[config.mk]
export PLATFORM = sky130hd
export DESIGN_NAME = rmii_rx_deframer
export DESIGN_NICKNAME = d
export VERILOG_FILES = /design/src/rtl/udp_bridge_pkg.sv /design/src/rtl/eth_crc32_d2.sv /design/src/rtl/rmii_rx_deframer.sv
export SDC_FILE = /design/constraint.sdc
export NUM_CORES = 1
export LEC_CHECK = 0
export BUFFER_PORTS_ARGS = -buffer_cell sky130_fd_sc_hd__clkbuf_2
export CORE_MARGIN = 2
export CORE_UTILIZATION = 55
export CTS_BUF_LIST = sky130_fd_sc_hd__clkbuf_8
export DETAILED_ROUTE_END_ITERATION = 6
export PLACE_DENSITY = 0.88
export SYNTH_ARGS = -nofsm -noshare
export SYNTH_HDL_FRONTEND = slang
export SYNTH_HIERARCHICAL = 1
export SYNTH_SLANG_ARGS = --single-unit
[constraint.sdc]
create_clock -name clk_clk -period 2.19 [get_ports clk_clk]
set_input_delay 0.219 -clock clk_clk [delete_from_list [all_inputs] [get_ports clk_clk]]
set_output_delay 0.219 -clock clk_clk [all_outputs]
set_load 0.02 [all_outputs]
[src/rtl/udp_bridge_pkg.sv]
// Shared definitions for the UDP bridge receive path.
//   - CRC-32 constants (polynomial, init value, good-frame residue)
//   - RMII preamble / SFD dibit codes
//   - bit positions inside the out_error vector
//   - receive deframer state encoding
//   - helper to pick one byte of a MAC address in wire order
package udp_bridge_pkg;

    localparam logic [31:0] CRC32_POLY    = 32'h04C1_1DB7;
    localparam logic [31:0] CRC32_INIT    = 32'hFFFF_FFFF;
    // Register value after DA..FCS of a good frame, with the register
    // kept in non-reflected order and fed bits in wire order.
    localparam logic [31:0] CRC32_RESIDUE = 32'hC704_DD7B;

    localparam logic [1:0]  PREAMBLE_DIBIT = 2'b01;
    localparam logic [1:0]  SFD_DIBIT      = 2'b11;

    localparam int ERR_CRC  = 0;
    localparam int ERR_LEN  = 1;
    localparam int ERR_ADDR = 2;
    localparam int ERR_W    = 3;

    typedef enum logic [2:0] {
        IDLE,
        PREAMBLE,
        DATA,
        DISCARD,
        END
    } rx_state_e;

    // Byte idx (0 = first on the wire) of a MAC address.
    function automatic logic [7:0] mac_byte(input logic [47:0] mac, input logic [2:0] idx);
        logic [7:0] b;
        case (idx)
            3'd0:    b = mac[47:40];
            3'd1:    b = mac[39:32];
            3'd2:    b = mac[31:24];
            3'd3:    b = mac[23:16];
            3'd4:    b = mac[15:8];
            3'd5:    b = mac[7:0];
            default: b = 8'h00;
        endcase
        return b;
    endfunction

endpackage

[src/rtl/eth_crc32_d2.sv]
// CRC-32 accumulator advancing two bits per clock.
// Ports:
//   clk_clk      clock
//   reset_reset  synchronous active-high reset (register returns to init)
//   crc_init     load the init value (wins over crc_en)
//   crc_en       fold dibit into the register
//   dibit        two data bits, [0] is first on the wire
//   crc_value    current register value
module eth_crc32_d2
    import udp_bridge_pkg::*;
(
    input  logic        clk_clk,
    input  logic        reset_reset,
    input  logic        crc_init,
    input  logic        crc_en,
    input  logic [1:0]  dibit,
    output logic [31:0] crc_value
);

    logic [31:0] crc_q;
    logic [31:0] crc_d;
    logic [31:0] crc_next;

    // Non-reflected shift-left form; equivalent to the reflected
    // LSB-first Ethernet CRC with the register bit-reversed.
    always_comb begin
        crc_next = crc_q;
        for (int i = 0; i < 2; i++) begin
            crc_next = {crc_next[30:0], 1'b0}
                     ^ ((crc_next[31] ^ dibit[i]) ? CRC32_POLY : 32'h0);
        end
    end

    always_comb begin
        crc_d = crc_q;
        if (crc_init) begin
            crc_d = CRC32_INIT;
        end else if (crc_en) begin
            crc_d = crc_next;
        end
    end

    always_ff @(posedge clk_clk) begin
        if (reset_reset) begin
            crc_q <= CRC32_INIT;
        end else begin
            crc_q <= crc_d;
        end
    end

    assign crc_value = crc_q;

endmodule

[src/rtl/rmii_rx_deframer.sv]
// RMII receive deframer: dibits -> bytes, strips preamble/SFD/FCS,
// checks CRC-32, length and destination MAC, and drives an Avalon-ST
// source with the error status on the end-of-packet beat.
//
// state    | meaning
// ---------+-----------------------------------------------------------
// IDLE     | waiting for carrier with a preamble dibit
// PREAMBLE | inside preamble, looking for the SFD tail dibit
// DATA     | assembling bytes, delay line feeding the output
// DISCARD  | receive disabled at SFD, waiting for carrier to drop
// END      | last payload byte on the output, then back to IDLE
//
// Ports:
//   clk_clk, reset_reset      clock and synchronous active-high reset
//   ethio_enable              receive enable, sampled at SFD
//   macaddr_value             own MAC, [47:40] first on the wire
//   rmii_rxd, rmii_crs_dv     RMII receive interface
//   out_data/valid/sop/eop    Avalon-ST byte stream, no backpressure
//   out_error                 [0] CRC, [1] length/alignment, [2] address
//   stat_frame, stat_drop     per-frame delivered / discarded pulses
module rmii_rx_deframer
    import udp_bridge_pkg::*;
#(
    parameter int FRAME_MIN = 64,
    parameter int FRAME_MAX = 1518,
    parameter bit PROMISC   = 1'b0
) (
    input  logic              clk_clk,
    input  logic              reset_reset,
    input  logic              ethio_enable,
    input  logic [47:0]       macaddr_value,
    input  logic [1:0]        rmii_rxd,
    input  logic              rmii_crs_dv,
    output logic [7:0]        out_data,
    output logic              out_valid,
    output logic              out_sop,
    output logic              out_eop,
    output logic [ERR_W-1:0]  out_error,
    output logic              stat_frame,
    output logic              stat_drop
);

    localparam logic [10:0] MIN_LEN = 11'(FRAME_MIN);
    localparam logic [10:0] MAX_LEN = 11'(FRAME_MAX);
    localparam logic [10:0] CNT_SAT = 11'h7FF;

    rx_state_e        state_q,      state_d;
    logic [1:0]       phase_q,      phase_d;
    logic [7:0]       byte_sr_q,    byte_sr_d;
    logic [4:0][7:0]  dline_q,      dline_d;
    logic [10:0]      byte_cnt_q,   byte_cnt_d;
    logic [47:0]      mac_q,        mac_d;
    logic             da_own_q,     da_own_d;
    logic             da_bc_q,      da_bc_d;
    logic [7:0]       out_data_q,   out_data_d;
    logic             out_valid_q,  out_valid_d;
    logic             out_sop_q,    out_sop_d;
    logic             out_eop_q,    out_eop_d;
    logic [ERR_W-1:0] out_error_q,  out_error_d;
    logic             stat_frame_q, stat_frame_d;
    logic             stat_drop_q,  stat_drop_d;

    logic             crc_init;
    logic             crc_en;
    logic [31:0]      crc_value;
    logic [7:0]       new_byte;
    logic             len_bad;

    eth_crc32_d2 u_crc (
        .clk_clk     (clk_clk),
        .reset_reset (reset_reset),
        .crc_init    (crc_init),
        .crc_en      (crc_en),
        .dibit       (rmii_rxd),
        .crc_value   (crc_value)
    );

    assign new_byte = {rmii_rxd, byte_sr_q[7:2]};
    assign len_bad  = (byte_cnt_q < MIN_LEN) || (byte_cnt_q > MAX_LEN);

    always_comb begin
        state_d      = state_q;
        phase_d      = phase_q;
        byte_sr_d    = byte_sr_q;
        dline_d      = dline_q;
        byte_cnt_d   = byte_cnt_q;
        mac_d        = mac_q;
        da_own_d     = da_own_q;
        da_bc_d      = da_bc_q;
        out_data_d   = out_data_q;
        out_valid_d  = 1'b0;
        out_sop_d    = 1'b0;
        out_eop_d    = 1'b0;
        out_error_d  = '0;
        stat_frame_d = 1'b0;
        stat_drop_d  = 1'b0;
        crc_init     = 1'b0;
        crc_en       = 1'b0;

        case (state_q)
            IDLE: begin
                if (rmii_crs_dv && rmii_rxd == PREAMBLE_DIBIT) begin
                    state_d = PREAMBLE;
                end
            end

            PREAMBLE: begin
                if (!rmii_crs_dv) begin
                    state_d = IDLE;
                end else if (rmii_rxd == SFD_DIBIT) begin
                    phase_d    = 2'd0;
                    byte_cnt_d = '0;
                    mac_d      = macaddr_value;
                    da_own_d   = 1'b1;
                    da_bc_d    = 1'b1;
                    crc_init   = 1'b1;
                    state_d    = ethio_enable ? DATA : DISCARD;
                end else if (rmii_rxd != PREAMBLE_DIBIT) begin
                    state_d = IDLE;
                end
            end

            DATA: begin
                // Carrier is only meaningful on even phases; odd-phase
                // drops are the RMII CRS toggle near end of frame.
                if (!phase_q[0] && !rmii_crs_dv) begin
                    state_d = END;
                    if (byte_cnt_q > 11'd5) begin
                        // May directly follow the previous beat when the
                        // frame ends right after a byte boundary.
                        out_valid_d           = 1'b1;
                        out_eop_d             = 1'b1;
                        out_data_d            = dline_q[4];
                        out_error_d[ERR_CRC]  = (crc_value != CRC32_RESIDUE);
                        out_error_d[ERR_LEN]  = len_bad | phase_q[1];
                        out_error_d[ERR_ADDR] = !PROMISC && !da_own_q && !da_bc_q;
                        stat_frame_d          = 1'b1;
                    end else begin
                        stat_drop_d = 1'b1;
                    end
                end else begin
                    crc_en    = 1'b1;
                    byte_sr_d = new_byte;
                    phase_d   = phase_q + 2'd1;
                    if (phase_q == 2'd3) begin
                        dline_d = {dline_q[3:0], new_byte};
                        if (byte_cnt_q != CNT_SAT) begin
                            byte_cnt_d = byte_cnt_q + 11'd1;
                        end
                        if (byte_cnt_q < 11'd6) begin
                            if (new_byte != mac_byte(mac_q, byte_cnt_q[2:0])) begin
                                da_own_d = 1'b0;
                            end
                            if (new_byte != 8'hFF) begin
                                da_bc_d = 1'b0;
                            end
                        end
                        // Five bytes stay held back so the FCS never
                        // reaches the output.
                        if (byte_cnt_q >= 11'd5) begin
                            out_valid_d = 1'b1;
                            out_data_d  = dline_q[4];
                            out_sop_d   = (byte_cnt_q == 11'd5);
                        end
                    end
                end
            end

            DISCARD: begin
                phase_d = phase_q + 2'd1;
                if (!phase_q[0] && !rmii_crs_dv) begin
                    stat_drop_d = 1'b1;
                    state_d     = IDLE;
                end
            end

            END: begin
                state_d = IDLE;
            end

            default: begin
                state_d = IDLE;
            end
        endcase
    end

    always_ff @(posedge clk_clk) begin
        if (reset_reset) begin
            state_q      <= IDLE;
            phase_q      <= '0;
            byte_sr_q    <= '0;
            dline_q      <= '0;
            byte_cnt_q   <= '0;
            mac_q        <= '0;
            da_own_q     <= 1'b0;
            da_bc_q      <= 1'b0;
            out_data_q   <= '0;
            out_valid_q  <= 1'b0;
            out_sop_q    <= 1'b0;
            out_eop_q    <= 1'b0;
            out_error_q  <= '0;
            stat_frame_q <= 1'b0;
            stat_drop_q  <= 1'b0;
        end else begin
            state_q      <= state_d;
            phase_q      <= phase_d;
            byte_sr_q    <= byte_sr_d;
            dline_q      <= dline_d;
            byte_cnt_q   <= byte_cnt_d;
            mac_q        <= mac_d;
            da_own_q     <= da_own_d;
            da_bc_q      <= da_bc_d;
            out_data_q   <= out_data_d;
            out_valid_q  <= out_valid_d;
            out_sop_q    <= out_sop_d;
            out_eop_q    <= out_eop_d;
            out_error_q  <= out_error_d;
            stat_frame_q <= stat_frame_d;
            stat_drop_q  <= stat_drop_d;
        end
    end

    assign out_data   = out_data_q;
    assign out_valid  = out_valid_q;
    assign out_sop    = out_sop_q;
    assign out_eop    = out_eop_q;
    assign out_error  = out_error_q;
    assign stat_frame = stat_frame_q;
    assign stat_drop  = stat_drop_q;

endmodule

==> results of run 1 <==
-- worst paths after layout --
kind                            cells past startpoint  slack, ns     endpoint
worst max-delay path                                8       0.06     da_own_q
worst min-delay path                                3       0.03    mac_q[40]
worst max register to register                      8       0.06     da_own_q
worst min register to register                      2       0.45  dline_q[39]
-- placed cells by master (no fill, tap or decap), types with 12 or more instances in the layout --
cell           instances
dfxtp_1              156
xor2_1                15
nor2_1                27
dlygate4sd3_1         46
clkbuf_8              20
buf_4                 40
o211ai_1              19
a21oi_1              110
mux2i_1               24
o21ai_0               12
clkbuf_2              68
nand2_1              234
-- state kept, by name, indices dropped and copies added, names as in the netlist --
signal and flops:
byte_cnt_q 11, byte_sr_q 6, da_bc_q 1, da_own_q 1, dline_q 40, mac_q 48, out_data 8, out_error 3
out_sop 1, out_valid 1, phase_q 2, stat_drop 1, stat_frame 1, state_q 3, u_crc/crc_value 32
-- stage by stage --
stage | setup TNS (ns) | power, mW | util, %
finish | 0 | 5.35 | 67.2
global route | -0.0469 | 5.52 | 67.2
CTS | 0 | 5.36 | 66.3
detailed placement | -0.0520 | 3.18 | 59.4
global placement | -0.00354 | 3.17 | 59.4
floorplan | 0 | 3.10 | -
-- critical path, delay by kind of cell, from the launching register on --
family / cells / cell delay [ns]
AO/OA/AOI/OAI: 3 / 0.76
flip-flops: 1 / 0.35
adder cells (fa/ha/maj): 2 / 0.33
buffers and inverters: 1 / 0.14
AND/OR/NAND/NOR: 2 / 0.48
-- area by class of cell --
class                   count  area, sq um
inverters                  14         60.1
clock inverters            12          125
fillers                   919         4080
flip-flops and latches    159         3190
multi-input cells         567         3390
clock buffers              20          275
repair buffers            155         1120
well taps                 172          215
-- cells by family after synthesis --
family	Yosys count
flops	159
compound gates	184
buf+inv	84
simple gates	322
fa+ha+maj	6
xor+xnor	30
mux	25
-- report_power, final --
group          switching (mW)  internal (mW)
clock                    1.14           1.02
sequential            0.00848           2.90
combinational           0.138          0.144
-- per-layer routing --
layer  vias to the layer above  part of all wire [%]  wire, microns
li1                       2957                     -              -
met1                      2761                    41           6910
met2                       253                    50           8270
met3                        50                   6.2           1030
met4                         0                   2.9            482
met5                         -                     0              0
-- what timing repair did --
action / CTS / global route
hold buffers: 46 / 0
setup endpoints to repair: 1 / 9
setup buffers: 0 / 1
pin swaps: 0 / 4
resized for setup: 2 / 19
hold endpoints to repair: 46 / 0
==> flow_summary_export.csv, run 1 <==
group,metric,value,unit
synthesis,synth_edf_count,0,
floorplan,die-area,0.0135,sq mm
global_routing,overflow,0,
pwr,max-vdd-ir-drop,0.549,mV
sta,max_slew_margin,31.5,%
synthesis,synth-xor-area-share,5.36,%
synthesis,synthMuxAreaShare,3.68,%
sta,fmax,470,MHz
global_routing,first_global_vias,5709,
final_layout,antenna_cells,0,
setup_path,cp-startpoint,"byte_cnt_q[0]",
pwr,p_leak,3.21,nW
pwr,p_per_area,638,mW/mm^2
setup_path,end_kind,"flop",
route,wl_per_cell,15.2,microns
synthesis,yosys.area_share.simple,20.6,%
route,first_pass_iters,5,
setup_path,cp-start-kind,"flop",
synthesis,seq_area_frac_synth,45.9,%
setup_path,path_cells,"buf_4, ha_4, ha_4, a22o_1, or3_4, a2111oi_4, nand4_1, a211oi_2",
clocking,root_buffer,"clkbuf_8",
setup_path,worst_path_largest_cell_delay,0.35,ns
synthesis,syn_nets,870,
synthesis,synth_top_family_by_area,"simple AND/OR/NAND/NOR gates",
synthesis,ys.flop_type,"dfxtp_1",
setup_path,worstSetupPathType,"reg -> reg",
synthesis,yosys.area.top_type_share,45.9,%
sta,fin_crit_sh,97.1,%
clocking,cts_tree,"built",
synthesis,synth_area,0.00693,sq mm
clocking,h-tree-depth,4,
synthesis,synthArstFlopShare,0,%
floorplan,io_pins,70,
synthesis,ys_ff_latch,159,
setup_path,crit_path_top_delay_cell,"dfxtp_4",
route,drtIter0Drc,712,
placement,placed_cells,1020,
synthesis,yosys_warnings,6,
synthesis,synth.avg_cell_area,8.56,sq um
final_layout,fin_cells,1099,
synthesis,yosys.area.top_type,"dfxtp_1",
sta,holdWs,0.0302,ns
route,drc,0,
sta,setup_viol,0,
sta,tightest_slew,1.02,ns
sta,grt_setup_unrepaired,"true",
setup_path,crit_fanout,4,
synthesis,netlist_top_cells_count,"nand2_1 (234), dfxtp_1 (159), a21oi_1 (110)",
floorplan,initial_core_util,55.6,%
synthesis,synth_cell_types,73,
placement,hpwl,9750,microns
sta,fin_ws,0.0639,ns
status,status,"finished clean",
placement,io_buffer_count,69,
final_layout,final_cell_area,0.00838,sq mm
route,wl,16700,microns
setup_path,cp.required,2.59,ns
global_routing,grt_use_total,25.4,%
global_routing,grtUsageMet2,42.1,%
route,ant_nets,0,
setup_path,arrival,2.52,ns
global_routing,grt_max_degree,61,
route,routed_via_density,5.48,
clocking,numCtsBuffers,17,
sta,fin_worst_skew,0.0161,ns
global_routing,use_met3,6.23,%
synthesis,synthTopCellsByArea,"dfxtp_1 (46%), nand2_1 (13%), a21oi_1 (7.9%)",
synthesis,synth_most_common_cell,"nand2_1",
placement,place_ws,-0.0520,ns
clocking,clk_pin_slew,0.09,ns
placement,place_congestion,0.895,
global_routing,antenna_found_initial,0,
floorplan,die_w,116,microns
global_routing,grt.busiest_layer,"met2",
floorplan,row_count,41,
sta,hold_viol_final,0,
floorplan,die_h,116,microns
hold_path,hp-class,"in -> reg",
hold_path,worstHoldStart,"macaddr_value[40]",
route,vias,6021,
sta,finalCriticalPeriod,2.13,ns
clocking,clock-sinks,159,
final_layout,layout-drive-gt1-share,19.7,%
global_routing,met1_usage,31.0,%
synthesis,synth_compound_area_share,16.6,%
job,drv_cap,0,
setup_path,crit_path_frequent_cell,"ha_4",
sta,slew_viol_final,0,
setup_path,r2r-start,"byte_cnt_q[0]",
final_layout,nets,974,
synthesis,netlist_instances,810,
floorplan,core_area,0.0125,sq mm
synthesis,synthAdderAreaFrac,1.08,%
placement,place_area,0.00740,sq mm
clocking,clock_latency,0.46,ns
clocking,cts_max_path_buffers,2,
final_layout,syn_to_final_growth,20.9,%
global_routing,grt_pass1_wl,26800,microns
(Power assumes the default switching activity.)
==> inputs of run 2 (changes only) <==
SYNTH_HIERARCHICAL = not set   (was 1)
==> flow_summary_export.csv, run 2 <==
group,metric,value,unit
global_routing,antenna_found_initial,1,
final_layout,final_common_cell,"nand2_1",
floorplan,row_count,39,
final_layout,top_register,"mac_q",
hold_path,hp-class,"in -> reg",
global_routing,overflow,0,
sta,fin_crit_sh,100,%
sta,hold_viol_final,0,
clocking,cts_max_path_buffers,2,
clocking,root_buffer,"clkbuf_8",
placement,place_congestion,0.898,
floorplan,die_w,113,microns
synthesis,synth_most_common_cell,"nand2_1",
route,vias,6024,
synthesis,seq_area_frac_synth,48.3,%
synthesis,ys.flop_type,"dfxtp_1",
route,drtIter0Drc,623,
clocking,clk_pin_slew,0.09,ns
setup_path,path_cells,"ha_1, ha_1, a222oi_1, nand2_1, xor2_1, nor4_1, a31o_1",
floorplan,io_pins,70,
synthesis,synth_edf_count,0,
sta,grt_setup_unrepaired,"false",
final_layout,final_cell_mix,"nand2_1 (264), dfxtp_1 (156), a21oi_1 (106)",
setup_path,crit_path_top_delay_cell,"a222oi_1",
final_layout,fin_cells,1053,
clocking,clock_latency,0.46,ns
final_layout,nets,956,
pwr,p_per_area,720,mW/mm^2
setup_path,crit_path_frequent_cell,"ha_1",
synthesis,synth.avg_cell_area,8.23,sq um
clocking,clock-sinks,159,
final_layout,final_cell_area,0.00800,sq mm
synthesis,synth_area,0.00659,sq mm
sta,setup_viol,1,
floorplan,die_h,113,microns
route,wl,16900,microns
synthesis,syn_nets,860,
status,violations,"DRC, setup timing",
clocking,postCtsSetupBuffers,0,
synthesis,yosys_warnings,0,
sta,fin_ws,-0.00955,ns
setup_path,cp-start-kind,"flop",
synthesis,netlist_top_cells_count,"nand2_1 (264), dfxtp_1 (159), a21oi_1 (106)",
setup_path,crit_fanout,8,
synthesis,synthTopCellsByArea,"dfxtp_1 (48%), nand2_1 (15%), a21oi_1 (8.1%)",
status,status,"complete, but fails checks",
setup_path,arrival,2.60,ns
global_routing,grt_pass1_wl,27100,microns
global_routing,first_global_vias,5638,
route,drc,9,
route,wl_per_cell,16.0,microns
global_routing,grt_max_degree,58,
synthesis,ys_ff_latch,159,
sta,fin_worst_skew,0.0112,ns
pwr,max-vdd-ir-drop,0.586,mV
sta,max_slew_margin,68.1,%
clocking,h-tree-depth,4,
floorplan,initial_core_util,57.0,%
floorplan,die-area,0.0129,sq mm
final_layout,n_fill_cell,809,
placement,hpwl,9310,microns
setup_path,worst_path_largest_cell_delay,0.40,ns
synthesis,yosys.area.top_type,"dfxtp_1",
pwr,power,5.76,mW
setup_path,worstSetupPathType,"reg -> reg",
sta,slew_viol_final,0,
job,drv_cap,0,
clocking,numCtsBuffers,17,
placement,placed_cells,977,
floorplan,core_area,0.0116,sq mm
route,first_pass_iters,7,
synthesis,synthArstFlopShare,0,%
final_layout,largest_reg_flops,48,
synthesis,netlist_instances,800,
final_layout,layout-drive-gt1-share,16.5,%
placement,place_area,0.00705,sq mm
setup_path,end_kind,"flop",
synthesis,yosys.area.top_type_share,48.3,%
route,ant_nets,0,
placement,io_buffer_count,69,
setup_path,cp.required,2.59,ns
synthesis,synth_cell_types,49,
route,routed_via_density,5.72,
final_layout,syn_to_final_growth,21.5,%
sta,finalCriticalPeriod,2.20,ns
sta,fmax,455,MHz
pwr,p_leak,3.18,nW
clocking,cts_tree,"built",
sta,tightest_slew,0.479,ns
global_routing,grt_use_total,26.7,%
## run 2: cell types whose count changed after synthesis, sizes merged, moves of 6 or more
cell | previous run | this run
nand2 | 234 | 264
mux2i | 24 | 8
nand3 | 3 | 16
a222oi | 1 | 8
o21ai | 14 | 3
inv | 13 | 7
xnor3 | 6 | 0
xnor2 | 9 | 26
mux2 | 1 | 12
nor2 | 28 | 38
buf | 30 | 15
## run 2: cells by family after synthesis
logic type	count (synthesis)	share of synthesized area (%)
XOR/XNOR	36	5.64
flip-flops	159	48.3
buffers and inverters	64	4.20
adder cells (fa/ha/maj)	6	1.14
AO/OA/AOI/OAI	154	14.0
AND/OR/NAND/NOR	361	23.4
multiplexers	20	3.27
## run 2: worst max-delay path: cells and delay by family (launching register included)
family | cells | cell delay (ns)
flip-flops | 1 | 0.36
adder cells (fa/ha/maj) | 2 | 0.56
XOR/XNOR | 1 | 0.17
AND/OR/NAND/NOR | 2 | 0.47
AO/OA/AOI/OAI | 2 | 0.58
## run 2: report_power, final
group	total, mW	switching, mW	internal (mW)
logic	0.265	0.134	0.131
clock network	2.60	1.11	1.49
registers	2.90	0.00640	2.89
## run 2: final timing paths
kind / cells after the start / startpoint / to / slack, ns
max: 7 / byte_cnt_q[0] / da_own_q / -0.01
max reg2reg: 7 / byte_cnt_q[0] / da_own_q / -0.01
min reg2reg: 1 / da_bc_q / out_error[2] / 0.45
min: 3 / macaddr_value[5] / mac_q[5] / 0.02
## run 2: what timing repair did
| item | 4_1_cts | 5_1_grt |
|---|---|---|
| resized for setup | 0 | 7 |
| hold buffers | 43 | 0 |
| hold endpoints to repair | 43 | 0 |
| endpoints found under the setup margin | 0 | 13 |
## run 2: cell type report
class,count,area [sq um],area share [%]
Sequential cell,159,3190,39.8
Antenna cell,1,2.50,0.0313
Tap cell,143,179,2.24
Multi-Input combinational cell,577,3150,39.4
Inverter,7,26.3,0.328
Clock buffer,21,289,3.61
Clock inverter,11,201,2.52
Timing Repair Buffer,134,968,12.1
## run 2: through the flow
stage	setup WS [ns]	hold slack [ns]	TNS (ns)	utilization (%)
after global placement	0.211	0.432	0	61.0
after CTS	0.0834	0.000504	0	69.0
final	-0.00955	0.0233	-0.00955	69.2
after global routing	0.000135	0.00563	0	69.2
after floorplan	0.0326	0.355	0	-
after detailed placement	0.122	0.436	0	61.0
## run 2: layer usage
metal	track usage, %	share of wire (%)
met1	31.3	39
met2	44.4	49
met3	8.13	7.4
met4	13.7	4.5
met5	0	0
